$ cat config.mk
export PLATFORM = sky130hd
export DESIGN_NAME = fp_addsub_sched
export DESIGN_NICKNAME = d
export VERILOG_FILES = /design/src/rtl/fp_addsub_sched.sv
export SDC_FILE = /design/constraint.sdc
export NUM_CORES = 1
export LEC_CHECK = 0
export CORE_AREA = 2 2 615 617
export CTS_BUF_LIST = sky130_fd_sc_hd__clkbuf_8
export CTS_CLUSTER_SIZE = 28
export DETAILED_ROUTE_END_ITERATION = 8
export DIE_AREA = 0 0 617 619
export HOLD_SLACK_MARGIN = 0.06
export SLEW_MARGIN = 20
export SYNTH_ARGS = -nofsm -noshare
export SYNTH_HDL_FRONTEND = slang
export SYNTH_SLANG_ARGS = --single-unit
$ cat constraint.sdc
create_clock -name clk -period 3.5 [get_ports clk]
set_input_delay 0.525 -clock clk [delete_from_list [all_inputs] [get_ports clk]]
set_output_delay 0.525 -clock clk [all_outputs]
set_load 0.1 [all_outputs]
$ cat src/rtl/fp_addsub_sched.sv
// fp_addsub_sched: round-robin scheduler that shares one pipelined 128-bit FP add/sub
// unit among NREQ requesters; a tag pipe tracks each result back to its issuer.
package fp_addsub_sched_pkg;
  typedef struct packed {
    logic         sign;
    logic [14:0]  exp;
    logic [111:0] man;
  } FP128X;
endpackage

module fp_addsub_sched
  import fp_addsub_sched_pkg::*;
#(
  parameter int NREQ = 4,
  parameter int LAT  = 13,
  parameter int OWID = $bits(FP128X)
) (
  input  logic                        clk,
  input  logic                        rst_n,
  input  logic [NREQ-1:0]             req_vld,
  output logic [NREQ-1:0]             req_rdy,
  input  logic [NREQ*128-1:0]         req_a,
  input  logic [NREQ*128-1:0]         req_b,
  input  logic [NREQ-1:0]             req_op,
  input  logic [NREQ*3-1:0]           req_rm,
  output logic                        fpu_ce,
  output logic                        fpu_op,
  output logic [2:0]                  fpu_rm,
  output logic [127:0]                fpu_a,
  output logic [127:0]                fpu_b,
  input  logic [OWID-1:0]             fpu_o,
  output logic [NREQ-1:0]             rsp_vld,
  input  logic [NREQ-1:0]             rsp_rdy,
  output logic [OWID-1:0]             rsp_data,
  output logic [$clog2(LAT+1)-1:0]    inflight
);

  localparam int IDW = (NREQ > 1) ? $clog2(NREQ) : 1;

  // Handshakes: a transfer happens on a cycle where both vld and rdy are high.
  // req_rdy is combinational from req_vld (one-hot grant); rsp_vld is registered
  // and, once raised, holds with stable rsp_data until the matching rsp_rdy.

  logic [IDW-1:0] ptr;
  logic           tag_vld [LAT];
  logic [IDW-1:0] tag_id  [LAT];

  logic           head_vld;
  logic [IDW-1:0] head_id;
  logic           grant_vld;
  logic [IDW-1:0] grant_id;
  logic           retire;
  int             cand_int;
  logic [IDW-1:0] cand;

  assign head_vld = tag_vld[LAT-1];
  assign head_id  = tag_id[LAT-1];

  // A held result freezes the unit and the tag pipe together so they stay aligned.
  assign fpu_ce   = ~(head_vld & ~rsp_rdy[head_id]);
  assign retire   = head_vld & fpu_ce;
  assign rsp_data = fpu_o;

  always_comb begin
    grant_vld = 1'b0;
    grant_id  = '0;
    cand_int  = 0;
    cand      = '0;
    for (int k = 0; k < NREQ; k++) begin
      cand_int = int'(ptr) + k;
      if (cand_int >= NREQ) cand_int = cand_int - NREQ;
      cand = IDW'(cand_int);
      if (!grant_vld && req_vld[cand]) begin
        grant_vld = 1'b1;
        grant_id  = cand;
      end
    end
    if (!(fpu_ce && rst_n)) grant_vld = 1'b0;
  end

  always_comb begin
    req_rdy = '0;
    fpu_a   = '0;
    fpu_b   = '0;
    fpu_op  = 1'b0;
    fpu_rm  = '0;
    if (grant_vld) begin
      req_rdy[grant_id] = 1'b1;
      fpu_a  = req_a[int'(grant_id)*128 +: 128];
      fpu_b  = req_b[int'(grant_id)*128 +: 128];
      fpu_op = req_op[grant_id];
      fpu_rm = req_rm[int'(grant_id)*3 +: 3];
    end
  end

  always_comb begin
    rsp_vld = '0;
    if (head_vld) rsp_vld[head_id] = 1'b1;
  end

  always_ff @(posedge clk or negedge rst_n) begin
    if (!rst_n) begin
      ptr      <= '0;
      inflight <= '0;
      for (int i = 0; i < LAT; i++) begin
        tag_vld[i] <= 1'b0;
        tag_id[i]  <= '0;
      end
    end else if (fpu_ce) begin
      tag_vld[0] <= grant_vld;
      tag_id[0]  <= grant_id;
      for (int i = 1; i < LAT; i++) begin
        tag_vld[i] <= tag_vld[i-1];
        tag_id[i]  <= tag_id[i-1];
      end
      if (grant_vld) ptr <= (int'(grant_id) == NREQ - 1) ? '0 : grant_id + 1'b1;
      if (grant_vld && !retire)      inflight <= inflight + 1'b1;
      else if (!grant_vld && retire) inflight <= inflight - 1'b1;
    end
  end

endmodule

# == Word level (Yosys, flattened, before mapping) ==
# Index checks and enable logic that the tools add are counted.
# op_classes
reduce_logical,16
magnitude_cmp,12
muxes,38
eq_ne,1
n_addsub,10
mul,1
bitwise,4
div,0
n_shift,3
# ops
operator,count
$shiftx 512x10->128,2
$mux 128,2
$lt 2x3->1 const B,6
$mux 2,9
$mux 4,4
$mux 1,14
$bmux 1 s2,6
$shiftx 12x5->3,1
$ge 3x3->1 const B,3
$logic_and 1x1->1,8
$sub 2x1->2 const B,4
$add 2x2->3 const B,2
$logic_not 1->1,5
$add 4x1->4 const B,1
$demux 1 s2,2
$ge 2x1->1 const B,2
$mul 2x2->4 const B,1
$reduce_and 2->1,2
$sub 4x1->4 const B,1
$add 2x1->3 const B,1
$ge 2x3->1 const B,1
$mux 3,1
$add 2x1->2 const B,1
$and 1x1->1,2
other kinds (3),4
# word_totals
mem_count,0
latchBits,0
reg_bits,45
out_inout_bits,401
mem_bits_rw,0
inputBits,1178
romBits,0
wordCells,113

# == Longest topological paths before layout ==
# depth
depth_word,19
ltp_mapped,14
ltp_nobuf,11

# == Least setup slack after synthesis ==
# OpenSTA, ideal clock, no wires.
# synth_timing
kind,reg-to-output
from,"reg tag_id, in the netlist head_id[1]"
to,out fpu_b[55]
arrival_time_ps,3101
required_ps,2975
stages_incl_launch_ff,11
setup_slack_ps,-126
path_cell_list,dfrtp_1 buf_4 mux2i_1 a22o_1 buf_6 nor2_4 nand2b_1 buf_4 buf_4 buf_2 o22ai_1
# synth_between
elab_chain_cells,8
# synth_lines
item,line,rtl
"start, declared",46,logic [IDW-1:0] tag_id [LAT];
"start signal, assigned by index",114,tag_id[i] <= tag_id[i-1];
$bmux 1 s2,60,assign fpu_ce = ~(head_vld & ~rsp_rdy[head_id]);
$mux 1 (implied by the code),60,
$not 1->1,60,
$and 1x1->1,60,
$not 1->1 (no source line),n/a,
$logic_and 1x1->1,78,if (!(fpu_ce && rst_n)) grant_vld = 1'b0;
$mux 1,78,
$mux 128,87,if (grant_vld) begin
"end, declared",30,"output logic [127:0] fpu_b,"
# No other way between the ends. The select of a mux whose other input is x is not followed.

# == Worst setup path after layout ==
# layout_timing
from,reg ptr[1]
to,out fpu_b[99]
# layout_between
elab_chain_cells,16
elab_cells_between_ends,40
cone_classes,add/sub: 7; order compare: 4; shift: 1; mux: 22; reduce/logical: 6
# layout_lines
item,line,rtl
"start, declared",44,logic [IDW-1:0] ptr;
"start signal, assigned",116,if (grant_vld) ptr <= (int'(grant_id) == NREQ - 1) ? '0 : grant_id + 1'b1;
branches (longest 13 deep; another with $add 2x1->3),n/a,
$mux 2 (*),73,if (!grant_vld && req_vld[cand]) begin
named net grant_id[0],51,logic [IDW-1:0] grant_id;
$shiftx 512x10->128 (*),90,fpu_b = req_b[int'(grant_id)*128 +: 128];
$mux 128 (*),87,
# Mark *: on every way through the listed nets, which the timed path passes. The select of a mux whose other input is x is not followed.

==> out/qor.yml <==
status:
  status: "finished, violations left"
  violations: "negative setup slack"
power_and_ir_drop:
  swShare: 0.6165
  p_int_mw: 11.34
  peakVddDrop_mv: 0.3432
  p_comb_frac: 0.955
  p_switching_mw: 18.23
  clockPowerShare: 0.014
  finalPower_mw: 29.57
  powerDensity_nw_per_um2: 779.1
  p_seq_frac: 0.031
  power_leakage_nw: 14.14
sta:
  drv_slew: 0
  finalCritPeriodShare: 1.010
  setup_viol: 1
  setup_tns_ns: -0.03432
  tightest_slew_ns: 0.6938
  finalHoldViolCount: 0
  relSlewSlack: 0.5283
  timing.fmax_ghz: 0.2829
  skew_ns: 0.01742
  setup_slack_ns: -0.03432
  rsz0062_at_grt: "true"
  fin_crit_ns: 3.534
critical_path:
  worst_path_max_delay_cell: "mux2i_1"
  r2r_slack_ns: 0.69
  r2r-end: "inflight[3]$_DFFE_PN0P_"
  cp-start-kind: "flip-flop"
  crit_start: "ptr[1]$_DFFE_PN0P_"
  worstRegToRegCells: 13
  cp.arrival_ns: 3.01
  worstPathRequired_ns: 2.97
  path_cells: "mux2i_1, nand2_1, o211a_4, inv_16, buf_16, buf_16, mux2i_1, buf_4, o22ai_2, buf_12"
  path_class: "reg2out"
  r2r-start: "head_id[1]$_DFFE_PN0N_"
  worstSetupEndpointType: "output port"
  critPathMaxStageDelay_ns: 0.58
  path_max_fanout: 9
yosys:
  syn_inst: 1246
  ys_top_cells_by_area: "mux2i_1 44%, o22ai_2 21%, dfrtp_1 9.5%"
  syn_nets: 2432
  synth_top_area_cell: "mux2i_1"
  yosysSeqAreaShare: 0.09547
  syn-cell-area_um2: 11800
  syn_area_per_cell_um2: 9.466
  synth_seq_cells: 45
  synth_top_area_share: 0.4438
  synth.distinct_cells: 35
  synth_warnings: 0
die:
  initial_core_util: 0.03148
  core_um2: 374700
  fp.dieArea_um2: 381900
  io_pins: 1579
  rows: 225
  die_h_um: 619
  die_w_um: 617
placement:
  dpl.hpwl_mm: 329.9
  globalplace.congestion: 0.9576
  dpl_worst_slack_ns: -0.8592
  port_buffers: 1322
clocking:
  cts_tree: "yes"
  clkTransAtPathRegs_ns: 0.12
  clock_latency_ns: 0.36
  cts_buffers: 5
  htree_levels: 2
  clk_path_buf_depth: 2
  clock-root-buffer: "clkbuf_8"
  clock-sinks: 45
  cts_hold_buf: 0
final_layout:
  layout-drive-gt1-share: 0.3738
  postLayoutCoreUtil: 0.1013
  fin_nets: 3919
  nFillCells: 43140
  layout_commonest_cell: "clkdlybuf4s50_1"
  syn_to_final_growth_pct: 221.8
  final_cell_mix: "1,042 x clkdlybuf4s50_1, 445 x mux2i_1, 328 x buf_12"
global_routing:
  grt_pass1_wl_mm: 388.8
  overflow: 0
  track_usage: 0.1760
  grt_pass1_vias: 18380
  grt_max_degree: 44
  grt_antenna_before_repair: 442
detailed_routing:
  drc: 0
  drt_iter0_drc: 1161
  ant_nets: 0
  vias: 19350
  vias_per_cell: 2.476
  drtPass1Iterations: 5
  wire_per_inst_um: 44.71
  drt_wl_total_mm: 349.4
job:
  max_cap_violations: 0
min_path:
  holdCritPathClass: "in2async"
[cell type report]
type	instances	area [um2]	share of cell area
Antenna cell	88	220.2	0.005802
Clock buffer	5	68.82	0.001813
Clock inverter	3	25.02	0.0006593
Inverter	6	38.79	0.001022
Multi-Input combinational cell	943	9991	0.2632
Sequential cell	45	1129	0.02974
Tap cell	4994	6248	0.1646
Timing Repair Buffer	1731	20220	0.5329
Timing Repair inverter	1	8.758	0.0002308
[Yosys cell counts, drive strengths merged]
cell type	instances
nand3	1
a21o	2
ha	7
a21oi	4
and3	1
inv	5
xor2	1
nor2b	3
a22o	2
o32ai	1
dfrtp	45
o41ai	1
xnor2	3
o22ai	260
o211a	1
or2	1
nand3b	1
nor2	4
buf	237
nor3b	1
clkbuf	15
nand2	111
and2	6
nand2b	2
fa	1
clkinv	1
mux2i	523
mux2	1
o21ai	5
[kinds of logic (layout without fill, tap and decap cells)]
kind of cell,count (synthesis),after routing,share of synthesized area
mux,524,524,0.4448
compound gates,276,276,0.2535
buf+inv,258,1746,0.1477
simple gates,131,131,0.04646
flops,45,45,0.09547
fa+ha+maj,8,8,0.009122
xor+xnor,4,4,0.002971
other cells,0,88,0
[timing repair]
item                                    in CTS  in global routing
gates cloned                                12                  0
setup buffers                               29                  2
pin swaps                                   10                  6
endpoints found under the setup margin     253                 65
gates resized for setup                    136                 33
[worst max-delay path: cells and delay by family, from the launching register on]
| kind | cells | cell delay (ns) |
|---|---|---|
| buf+inv | 5 | 0.91 |
| compound gates | 2 | 0.32 |
| simple gates | 1 | 0.10 |
| mux | 2 | 0.75 |
| flops | 1 | 0.45 |
[metrics by stage]
step,hold slack [ns],cell area [um2],instances
final,0.3557,37950,7816
after global routing,0.3678,37830,7767
after CTS,0.3692,37630,7729
after detailed placement,0.4492,36180,7681
after global placement,0.4533,36170,7681
after floorplan,0.2294,11930,1246
[metal layers]
metal,vias to the layer above,share of wire,track usage
li1,7691,-,-
met1,8837,0.30,0.1558
met2,1845,0.53,0.3390
met3,794,0.13,0.09946
met4,186,0.037,0.04201
met5,-,0.0039,0.003662
[state kept, by name, indices dropped and copies added (netlist names)]
register,cells
head_vld,1
tag_id,24
ptr,2
tag_vld,12
head_id,2
inflight,4
[how the worst max path moves through the flow]
stage,endpoint,slack (ns),cells past startpoint
floorplan,fpu_b[46],-0.03,9
global placement,fpu_b[52],-1.20,11
detailed placement,fpu_b[104],-0.86,11
CTS,fpu_b[61],-0.08,9
global route,fpu_b[61],-0.04,10
finish,fpu_b[99],-0.03,10
[power by group through the flow]
| stage | registers (mW) | clock network [mW] | logic [mW] |
|---|---|---|---|
| 2_1_floorplan | 1.05 | 0 | 14.2 |
| 3_5_place_dp | 0.931 | 0 | 27.6 |
| 3_3_place_gp | 0.924 | 0 | 27.5 |
| 4_1_cts | 0.920 | 0.433 | 28.9 |
| 6_report | 0.920 | 0.399 | 28.3 |
| 5_1_grt | 0.954 | 0.451 | 29.1 |
Note: power is estimated with default switching activity, not from simulation.
